### config.mk
export PLATFORM = sky130hd
export DESIGN_NAME = prio_scan_arbiter
export DESIGN_NICKNAME = d
export VERILOG_FILES = /design/src/rtl/prio_scan_pkg.sv /design/src/rtl/prio_chunk_enc.sv /design/src/rtl/prio_scan_arbiter.sv
export SDC_FILE = /design/constraint.sdc
export NUM_CORES = 1
export LEC_CHECK = 0
export BUFFER_PORTS_ARGS = -buffer_cell sky130_fd_sc_hd__buf_4
export CELL_PAD_IN_SITES_DETAIL_PLACEMENT = 0
export CELL_PAD_IN_SITES_GLOBAL_PLACEMENT = 2
export CORE_MARGIN = 8
export CORE_UTILIZATION = 38
export DETAILED_ROUTE_END_ITERATION = 7
export MAX_ROUTING_LAYER = met4
export PLACE_DENSITY_LB_ADDON = 0.12
export SYNTH_ARGS = -nofsm -noshare
export SYNTH_HDL_FRONTEND = slang
export SYNTH_HIERARCHICAL = 1
export SYNTH_SLANG_ARGS = --single-unit
### constraint.sdc
create_clock -name clk -period 10.7 [get_ports clk]
set_input_delay 1.07 -clock clk [delete_from_list [all_inputs] [get_ports clk]]
set_output_delay 1.07 -clock clk [all_outputs]
set_load 0.02 [all_outputs]
### src/rtl/prio_scan_pkg.sv
// Shared mode codes, FSM states and search-direction type for the
// sequential priority scan arbiter and its chunk encoder.
package prio_scan_pkg;

    localparam logic [1:0] MODE_LOW  = 2'd0;
    localparam logic [1:0] MODE_HIGH = 2'd1;
    localparam logic [1:0] MODE_RR   = 2'd2;

    typedef enum logic {
        ST_IDLE = 1'b0,
        ST_SCAN = 1'b1
    } state_t;

    // Which end of a chunk wins when several bits are set.
    typedef enum logic {
        DIR_LOW  = 1'b0,
        DIR_HIGH = 1'b1
    } dir_t;

    // The reserved mode code behaves exactly like LOW.
    function automatic logic [1:0] norm_mode(input logic [1:0] m);
        return (m == MODE_HIGH || m == MODE_RR) ? m : MODE_LOW;
    endfunction

endpackage

### src/rtl/prio_chunk_enc.sv
// Combinational priority encoder over one CHUNK-wide slice of the request
// vector. Only bits enabled by mask compete; dir selects lowest or highest.
module prio_chunk_enc
    import prio_scan_pkg::*;
#(
    parameter int CHUNK = 16,
    parameter int IW    = $clog2(CHUNK)
) (
    input  logic [CHUNK-1:0] bits,
    input  logic [CHUNK-1:0] mask,
    input  dir_t             dir,
    output logic             hit,
    output logic [IW-1:0]    idx
);

    logic [CHUNK-1:0] eligible;

    // Pick the winning eligible bit: the last match in scan order wins.
    always_comb begin
        // NOTE: every output gets a default before the loops, so no path leaves a latch behind.
        eligible = bits & mask;
        hit      = |eligible;
        idx      = '0;
        if (dir == DIR_HIGH) begin
            for (int i = 0; i < CHUNK; i++) begin
                if (eligible[i]) idx = IW'(i);
            end
        end else begin
            for (int i = CHUNK - 1; i >= 0; i--) begin
                if (eligible[i]) idx = IW'(i);
            end
        end
    end

endmodule

### src/rtl/prio_scan_arbiter.sv
// Sequential priority encoder / arbiter. A snapshot of the request vector is
// searched CHUNK lines per clock in LOW, HIGH or round-robin order, so wide
// vectors (e.g. the 128-note active bitmap) close timing.
module prio_scan_arbiter
    import prio_scan_pkg::*;
#(
    parameter int LINES = 128,
    parameter int WIDTH = $clog2(LINES),
    parameter int CHUNK = 16
) (
    input  logic             clk,
    input  logic             rst,
    input  logic             start,
    input  logic [1:0]       mode,
    input  logic [LINES-1:0] in,
    output logic             busy,
    output logic             done,
    output logic             found,
    output logic [WIDTH-1:0] out,
    output logic [WIDTH-1:0] rr_ptr
);

    localparam int NCHUNK = LINES / CHUNK;
    localparam int CW     = $clog2(CHUNK);
    localparam int NW     = (NCHUNK > 1) ? $clog2(NCHUNK) : 1;
    localparam int SW     = $clog2(NCHUNK + 2);

    state_t           state;
    logic [LINES-1:0] snap;
    logic [1:0]       smode;
    logic [NW-1:0]    chunk;
    logic [SW-1:0]    step;
    logic [CW-1:0]    s_local;

    logic [WIDTH-1:0] s_next;
    logic [CHUNK-1:0] cur_bits;
    logic [CHUNK-1:0] scan_mask;
    logic             last_step;
    logic             enc_hit;
    logic [CW-1:0]    enc_idx;
    logic [WIDTH-1:0] hit_index;
    logic [NW-1:0]    next_chunk;

    // Round-robin search begins one past the last grant (wraps naturally).
    assign s_next    = rr_ptr + 1'b1;
    assign cur_bits  = snap[int'(chunk) * CHUNK +: CHUNK];
    assign hit_index = (WIDTH'(chunk) << CW) | WIDTH'(enc_idx);
    assign last_step = (smode == MODE_RR) ? (step == SW'(NCHUNK))
                                          : (step == SW'(NCHUNK - 1));

    // RR: the first visit to the start chunk keeps bits >= s, the final
    // revisit keeps bits < s; every other step sees the whole chunk.
    always_comb begin
        scan_mask = '1;
        if (smode == MODE_RR) begin
            if (step == '0) begin
                scan_mask = {CHUNK{1'b1}} << s_local;
            end else if (step == SW'(NCHUNK)) begin
                scan_mask = ~({CHUNK{1'b1}} << s_local);
            end
        end
    end

    // Chunk order: HIGH descends, LOW and RR ascend with wrap.
    always_comb begin
        if (smode == MODE_HIGH) begin
            next_chunk = chunk - 1'b1;
        end else if (chunk == NW'(NCHUNK - 1)) begin
            next_chunk = '0;
        end else begin
            next_chunk = chunk + 1'b1;
        end
    end

    prio_chunk_enc #(
        .CHUNK (CHUNK)
    ) u_enc (
        .bits (cur_bits),
        .mask (scan_mask),
        .dir  ((smode == MODE_HIGH) ? DIR_HIGH : DIR_LOW),
        .hit  (enc_hit),
        .idx  (enc_idx)
    );

    // IDLE -> SCAN -> IDLE controller with registered status and result.
    always_ff @(posedge clk) begin
        if (rst) begin
            // NOTE: snap/smode/chunk/step/s_local are left unreset; IDLE always loads them before SCAN reads them.
            state  <= ST_IDLE;
            busy   <= 1'b0;
            done   <= 1'b0;
            found  <= 1'b0;
            out    <= '0;
            rr_ptr <= WIDTH'(LINES - 1);
        end else begin
            // NOTE: non-blocking assignments, so every branch sees the pre-edge register values.
            done <= 1'b0;
            case (state)
                ST_IDLE: begin
                    if (start) begin
                        snap    <= in;
                        smode   <= norm_mode(mode);
                        step    <= '0;
                        s_local <= s_next[CW-1:0];
                        case (norm_mode(mode))
                            MODE_HIGH: chunk <= NW'(NCHUNK - 1);
                            MODE_RR:   chunk <= NW'(s_next >> CW);
                            default:   chunk <= '0;
                        endcase
                        busy  <= 1'b1;
                        state <= ST_SCAN;
                    end
                end
                ST_SCAN: begin
                    if (enc_hit || last_step) begin
                        done  <= 1'b1;
                        busy  <= 1'b0;
                        found <= enc_hit;
                        out   <= enc_hit ? hit_index : '0;
                        if (enc_hit && smode == MODE_RR) rr_ptr <= hit_index;
                        state <= ST_IDLE;
                    end else begin
                        chunk <= next_chunk;
                        step  <= step + 1'b1;
                    end
                end
                default: state <= ST_IDLE;
            endcase
        end
    end

endmodule

==> results of run 1 <==
[state kept, by name, indices dropped and copies added, names as in the netlist, 2 cells and up]
register / count
s_local: 4
chunk: 3
snap: 128
smode: 2
out: 7
step: 4
rr_ptr: 7
[synthesized netlist by cell type (2+ instances only)]
cell                       number
sky130_fd_sc_hd__mux2_2        16
sky130_fd_sc_hd__a32oi_1        3
sky130_fd_sc_hd__a31oi_1        3
sky130_fd_sc_hd__a31o_2         2
sky130_fd_sc_hd__ha_1           9
sky130_fd_sc_hd__clkbuf_1      11
sky130_fd_sc_hd__dfxtp_1       18
sky130_fd_sc_hd__edfxtp_1     141
sky130_fd_sc_hd__mux2i_1        6
sky130_fd_sc_hd__inv_1         10
sky130_fd_sc_hd__a21oi_1       15
sky130_fd_sc_hd__nand2_1       52
sky130_fd_sc_hd__o31ai_1        3
sky130_fd_sc_hd__mux4_1        29
sky130_fd_sc_hd__nand2b_1       4
sky130_fd_sc_hd__nand3_1        9
sky130_fd_sc_hd__o211ai_1       9
sky130_fd_sc_hd__a22oi_2        3
sky130_fd_sc_hd__xnor2_1       19
sky130_fd_sc_hd__o21ai_0       16
sky130_fd_sc_hd__buf_2          7
sky130_fd_sc_hd__mux4_2         3
sky130_fd_sc_hd__a22oi_1        3
sky130_fd_sc_hd__nor3_1         5
sky130_fd_sc_hd__nor2_1        12
sky130_fd_sc_hd__a22o_1         3
sky130_fd_sc_hd__xor2_1         3
sky130_fd_sc_hd__buf_6          2
sky130_fd_sc_hd__and2_1         4
[cell type report]
type	count	area (sq um)
repair buffers	155	1160
clock inverters	14	159
fillers	1606	9480
flip-flops and latches	159	4590
multi-input cells	249	2300
clock buffers	17	425
inverters	11	41.3
well taps	234	293
[report_power, final]
| group | switching (mW) | internal [mW] | total, mW |
|---|---|---|---|
| Combinational | 0.0652 | 0.0762 | 0.141 |
| Clock | 0.250 | 0.348 | 0.597 |
| Sequential | 0.0148 | 0.706 | 0.721 |
[final timing paths]
check	end	slack (ps)	startpoint	cells after the start
setup / recovery	step[0]	6450	chunk[0]	9
hold / removal	out[3]	480	out[3]	2
setup reg to reg	step[0]	6450	chunk[0]	9
hold reg to reg	out[3]	480	out[3]	2
[logic make-up (layout without fill, tap and decap cells)]
kind of cell	Yosys count	in the layout	share of synthesized area [%]
AO/OA/AOI/OAI	70	70	6.97
XOR/XNOR	22	22	2.73
adder cells (fa/ha/maj)	9	9	1.60
buffers and inverters	34	197	2.53
flip-flops	159	159	65.1
multiplexers	54	54	15.2
AND/OR/NAND/NOR	94	94	5.92
[layer usage]
metal	share of wire [%]	track usage (%)	up-vias
li1	-	-	2052
met1	46	19.3	2089
met2	48	23.0	131
met3	4.4	3.77	11
met4	1.0	4.52	0
met5	0	-	-
[worst register-to-register path: cells and delay by family (launching register included)]
kind / cells / cell delay (ps)
AND/OR/NAND/NOR: 3 / 570
flip-flops: 1 / 680
multiplexers: 2 / 950
AO/OA/AOI/OAI: 3 / 1250
buffers and inverters: 1 / 500
[per-stage QoR]
stage	setup slack (ps)	util, %	power (mW)	hold slack (ps)
floorplan	2930	-	0.814	554
global placement	6510	45.5	0.876	472
detailed placement	6450	45.5	0.878	468
CTS	6400	48.6	1.48	477
global route	6090	48.6	1.52	495
finish	6450	48.6	1.46	477
[layout by cell type, fill, tap and decap left out, drive strengths merged, types with 2 or more instances in the layout]
cell type	instances
a21oi	15
dfxtp	18
a22oi	6
a31oi	3
clkbuf	17
nor2	13
a22o	3
o31ai	3
o211ai	9
clkinv	8
buf	155
nor3	5
ha	9
xnor2	19
mux4	32
o21ai	16
mux2i	6
mux2	16
inv	15
a31o	2
edfxtp	141
xor2	3
and2	5
bufinv	2
nand2	52
nand3	9
nand2b	4
a32oi	3
==> metrics.txt, run 1 <==
post-route non-filler standard cell count roughly 840; total buffers and inverters traversed by the critical path 1; maximum vdd ir drop approximately 0.11 mV; post-detailed-route count of antenna-violating nets 0; run status completed; DRC violation total after the first TritonRoute iteration about 300; Resize count post-CTS 0; sequential share of the synthesized area roughly two thirds; die width about 150 um; data required time of the worst path roughly 11000 ps; post-synthesis cell count 442; cell types occupying the most area after synthesis sky130_fd_sc_hd__edfxtp_1 (60%), sky130_fd_sc_hd__mux4_1 (11%), sky130_fd_sc_hd__dfxtp_1 (5.1%); total overflow reported by the global router 0; clock tree buffer depth 2; maximum fanout encountered on the critical timing path 26; worst-case headroom to the max-slew limit between 30% and 40%; Clock transition at path regs roughly 60 ps; unrepaired setup endpoints after global routing false; Vias roughly 4300; y dimension of the die approximately 150 um; Top cell by count, worst path sky130_fd_sc_hd__nand2_1; post-route minimum period approximately 4200 ps; count of TritonRoute iterations in the first routing pass 4; sort of element at the end of the critical path flip-flop; num ports 150; power per standard cell area ~160 mW/mm^2; CP cell instances buf_4 > mux4_1 > mux2_2 > a22oi_2 > nand2_1 > nor3_1 > nand2_1 > a221oi_2 > a31o_2; cell area after layout between 0.008 and 0.009 sq mm; number of rows in the core area 50; nature of the critical path startpoint flip-flop; dpl cells a little over 800; maximum number of pins on one net before global-route repair 85; number of pins with negative max-slew slack in the final report 0; fraction of registers with async set/reset 0%; leakage power of the design 3.36 nW; number of warning messages in the yosys log 6; ANT cells 0; Initial Util 38.2%; setup tns final 0 ps; Final Hold Violating Endpoints 0; Die Footprint ~0.023 sq mm; count of max-cap constraint violations 0; final clock skew about 8.7 ps; dominant delay contributor by cell family on the critical path compound AO/OA/AOI/OAI gates; Final Setup Violations 0; CP max-delay cell sky130_fd_sc_hd__edfxtp_1; TritonCTS clock tree built; number of distinct library cells after synthesis 51; post-CTS setup buffers 0; number of antenna violations at the first check in global routing 0; clock root buffer sky130_fd_sc_hd__clkbuf_16; GR Util All Layers about 15%; Tightest Pin Transition 1040 ps; count of input and output buffers ~150; share of the clock period used by the worst path after layout between 30% and 40%; DR DRC count 0; clock network latency to the later pin of the worst-skew pair 420 ps; top cell type by total area after synthesis sky130_fd_sc_hd__edfxtp_1; Post-synth EDFFs 141; number of global-route vias before repair about 4600; Post-Syn Nets roughly 580; total number of nets in the final design 735; H-tree levels 4; area growth from synthesis to final layout 27.2%; first-pass GRT wire length about 26000 um; number of vias per cell after detailed routing between 5 and 6; highest attainable clock frequency ~240 MHz; type of the tightest min-delay check reg2reg; Inserted Clock Buffers 17; sum of net half-perimeters after detailed placement 12200 um; flops & latches, synth ~160; fraction of layout instances using a drive strength above 1 a little over a third; Crit Path Category reg2reg; Mapped Area between 0.007 and 0.008 sq mm; WL final around 16000 um; average routed wire per standard cell 19.6 um; Placed Area around 0.0084 sq mm; Max stage delay on crit path approximately 680 ps; fraction of post-synthesis cell area in the top cell type by area 60.0%; final weighted congestion in routability-driven placement about 0.8; total of hold buffers inserted after clock tree synthesis 0; core area approximately 0.018 sq mm; CP Data Arrival Time approximately 4400 ps; clock sink count ~160; average size of a mapped cell between 15 and 20 sq um; top_reg_cell synth sky130_fd_sc_hd__edfxtp_1
Power figures use the tool's default switching activity.
==> inputs of run 2 (changes only) <==
--- a/config.mk
+++ b/config.mk
@@ -5,11 +5,12 @@
 export SDC_FILE = /design/constraint.sdc
 export NUM_CORES = 1
 export LEC_CHECK = 0
+export ABC_AREA = 1
 export BUFFER_PORTS_ARGS = -buffer_cell sky130_fd_sc_hd__buf_4
 export CELL_PAD_IN_SITES_DETAIL_PLACEMENT = 0
 export CELL_PAD_IN_SITES_GLOBAL_PLACEMENT = 2
 export CORE_MARGIN = 8
-export CORE_UTILIZATION = 38
+export CORE_UTILIZATION = 31
 export DETAILED_ROUTE_END_ITERATION = 7
 export MAX_ROUTING_LAYER = met4
 export PLACE_DENSITY_LB_ADDON = 0.12
==> constraint.sdc (replaced) <==
create_clock -name clk -period 3.8 [get_ports clk]
set_input_delay 0.38 -clock clk [delete_from_list [all_inputs] [get_ports clk]]
set_output_delay 0.38 -clock clk [all_outputs]
set_load 0.02 [all_outputs]
==> run 2 against run 1 <==
Sequential share of layout area is 0.94 points lower. Sequential power grew to 2.8 times the previous value. Flip-flop and latch count stayed put. Register-to-register slack worse by 6000 ps. Largest cell class unchanged. Clock skew is 5.5 ps higher. Critical endpoint is now step[2]. Synthesized cell count is 53% higher. Utilization is 8.1 points lower. Non-clock buffer count stayed put. Setup slack worse by 6000 ps.
==> metrics.txt, run 2 <==
run status completed; register name with the most flops snap; fraction of registers with async set/reset 0% (unchanged); data required time of the worst path 3860 ps (-6950 ps); CP cell instances inv_1 > ha_1 > nand2_4 > nor2_4 > nand2_1 > o21ai_2 > o21ai_1 > nand2_2 > nand2_1 > inv_1 > nand2_1 > nor3_1 > nand3_1 > inv_1 > nand3_4 > nand2_8 > nand2_2 > nor2_1; Die Footprint 0.0281 sq mm (+21%); post-route non-filler standard cell count 1121 (+34%); num ports 150 (unchanged); leakage power of the design 3.77 nW (+12%); WL final 19800 um (+21%); clock tree buffer depth 2 (unchanged); count of input and output buffers 149 (unchanged); Resize count post-CTS 0 (unchanged); count of TritonRoute iterations in the first routing pass 5 (+1); clock network fraction of total power 39.2% (-1.7 points); average routed wire per standard cell 17.7 um (-9.6%); core area 0.0226 sq mm (+22%); sort of element at the end of the critical path flip-flop; average size of a mapped cell 10.6 sq um (-34%); # fillers 2255 (+40%); Clock transition at path regs 70 ps (about the same); most used standard cell by instance count after synthesis sky130_fd_sc_hd__nand2_1; Placed Area 0.00855 sq mm (+1.9%); highest attainable clock frequency 300 MHz (+27%); count of max-cap constraint violations 0 (unchanged); min setup slack post-route 465 ps (-5980 ps); number of global-route vias before repair 5632 (+21%); maximum number of pins on one net before global-route repair 131 (+54%); post-CTS setup buffers 0 (unchanged); power dissipated by switching net loads 1.17 mW (+250%); cell count of the worst reg-to-reg path 18 (+9); number of rows in the core area 55 (+10%); capturing point of the worst reg2reg path step[2]; worst-case headroom to the max-slew limit 41.6% (+11 points); TritonCTS clock tree built; Vias 5307 (+24%); dpl cells 1089 (+35%); R2R setup slack 470 ps (-5980 ps); Inserted Clock Buffers 17 (unchanged); sum of net half-perimeters after detailed placement 14500 um (+19%); Worst Min Path Start in[1]; Crit Path Category reg2reg; DRC violation total after the first TritonRoute iteration 255 (-14%); area growth from synthesis to final layout 28.3%; maximum fanout encountered on the critical timing path 9 (-65%); fraction of post-synthesis cell area in the top cell type by area 59.4% (-0.56 points); setup tns final 0 ps (unchanged); number of flip-flops in the largest register 128 (unchanged); Initial Util 31.6% (-6.7 points); internal power consumption 3.11 mW (+170%); Final Setup Violations 0 (unchanged); clock root buffer sky130_fd_sc_hd__clkbuf_16; clock network latency to the later pin of the worst-skew pair 430 ps (about the same); number of distinct library cells after synthesis 36 (-29%); cell types occupying the most area after synthesis sky130_fd_sc_hd__edfxtp_1 (59%), sky130_fd_sc_hd__nand2_1 (8.0%), sky130_fd_sc_hd__dfxtp_1 (5.1%); y dimension of the die 168 um (+10%); final clock skew 14.2 ps (+5.51 ps); reg-to-reg startpoint step[0]; DR DRC count 0 (unchanged); type of the tightest min-delay check in2reg; GR Util All Layers 14.8% (-0.18 points); ANT cells 0 (unchanged); share of the clock period used by the worst path after layout 87.8% (+48 points); clock sink count 159 (unchanged); Cells on Worst Hold Path 1 (-1); total number of nets in the final design 965 (+31%); unrepaired setup endpoints after global routing false; CP Data Arrival Time 3390 ps (-970 ps); Post-synth EDFFs 141 (unchanged); most common library cell in the layout ignoring fill and taps sky130_fd_sc_hd__buf_4; Tightest Pin Transition 873 ps (-162 ps); post-route minimum period 3330 ps (-915 ps); cell area after layout 0.00914 sq mm (+1.9%); worst hold slack across all endpoints 120 ps (-358 ps); H-tree levels 4 (unchanged); number of vias per cell after detailed routing 4.73 (-7.3%); flops & latches, synth 159 (unchanged); Sequential Power Share 47.6% (-1.8 points); maximum vdd ir drop 0.315 mV (+180%); most used cells in the layout excluding fill and tap cells sky130_fd_sc_hd__buf_4 (152), sky130_fd_sc_hd__nand2_1 (151), sky130_fd_sc_hd__edfxtp_1 (141); post-synthesis cell count 675 (+53%); first-pass GRT wire length 30900 um (+19%); number of pins with negative max-slew slack in the final report 0 (unchanged); nature of the critical path startpoint flip-flop; die width 168 um (+10%); top cell type by total area after synthesis sky130_fd_sc_hd__edfxtp_1; total of hold buffers inserted after clock tree synthesis 0 (unchanged); proportion of total power due to net switching 27.3% (+4.8 points); CP max-delay cell sky130_fd_sc_hd__edfxtp_1; total power draw 4.27 mW (+190%); largest registers snap x128, out x7, rr_ptr x7; number of warning messages in the yosys log 6 (unchanged); post-detailed-route count of antenna-violating nets 0 (unchanged); sequential share of the synthesized area 64.5% (-0.61 points); power per standard cell area 467 mW/mm^2 (+190%); endpoint of the worst hold path snap[1]; Post-Syn Nets 817 (+40%); Final Hold Violating Endpoints 0 (unchanged); number of antenna violations at the first check in global routing 0 (unchanged); combinational cell fraction of total power 13.3% (+3.6 points); worst setup slack before clock tree synthesis 454 ps (-6000 ps); most instantiated cells after synthesis sky130_fd_sc_hd__nand2_1 (151), sky130_fd_sc_hd__edfxtp_1 (141), sky130_fd_sc_hd__nor2_1 (84); Max stage delay on crit path 440 ps (-240 ps); top_reg_cell synth sky130_fd_sc_hd__edfxtp_1; final weighted congestion in routability-driven placement 0.785 (-1.2%); fraction of layout instances using a drive strength above 1 28.0% (-7.7 points); Mapped Area 0.00712 sq mm (+0.94%); total overflow reported by the global router 0 (unchanged); final core utilization 40.5% (-8.1 points)
run 2: cell types whose count changed after synthesis, moves of 17 or more:
cell / before / now
sky130_fd_sc_hd__xnor2_1: 19 / 2
sky130_fd_sc_hd__nor2_1: 12 / 84
sky130_fd_sc_hd__inv_1: 10 / 27
sky130_fd_sc_hd__nand2_1: 52 / 151
sky130_fd_sc_hd__mux4_1: 29 / 0
sky130_fd_sc_hd__o22ai_1: 0 / 33
sky130_fd_sc_hd__o21ai_0: 16 / 58
sky130_fd_sc_hd__o21ai_1: 0 / 30
run 2: worst max path at each step:
stage	from	to	slack, ps	cells after the start
5_1_grt	chunk[0]	rr_ptr[3]	200	17
6_report	step[0]	step[2]	470	18
2_1_floorplan	state	s_local[0]	760	4
3_3_place_gp	chunk[0]	rr_ptr[1]	450	17
4_1_cts	chunk[0]	rr_ptr[2]	450	17
3_5_place_dp	chunk[0]	rr_ptr[3]	450	17
run 2: cell type report:
type                            instances  area (sq um)  share of cell area [%]
Clock buffer                           18           429                    4.69
Inverter                               44           165                    1.81
Tap cell                              285           357                    3.90
Sequential cell                       159          4590                    50.3
Clock inverter                         14           163                    1.78
Multi-Input combinational cell        446          2230                    24.4
Timing Repair Buffer                  155          1200                    13.1
run 2: cells by family (layout without fill, tap and decap cells):
kind of cell / count (synthesis) / count (layout) / share of synthesized area, %
xor gates and xnor gates: 3 / 3 / 0.369
adders and majority gates: 9 / 9 / 1.58
and+or+nand+nor: 288 / 288 / 18.0
buffers and inverters: 70 / 231 / 4.27
DFF: 159 / 159 / 64.5
AOI/OAI and AO/OA: 146 / 146 / 11.3
run 2: critical path: cells and delay by family, from the launching register on:
kind                     cells  cell delay, ps
flip-flops                   1             440
AO/OA/AOI/OAI                2             250
buffers and inverters        3             280
AND/OR/NAND/NOR             12            1810
adder cells (fa/ha/maj)      1             190
run 2: power by group through the flow:
stage                     sequential [mW]  combinational [mW]  clock, mW
after floorplan                      2.07               0.321          0
after global placement               2.07               0.580          0
after detailed placement             2.07               0.579          0
after CTS                            2.03               0.581       1.72
after global routing                 2.04               0.638       1.80
final                                2.03               0.567       1.67
run 2: metal layers:
layer | GRT usage [%] | part of all wire (%)
met1 | 19.0 | 47
met3 | 3.03 | 3.9
met5 | - | 0
met2 | 23.7 | 48
met4 | 3.65 | 0.72
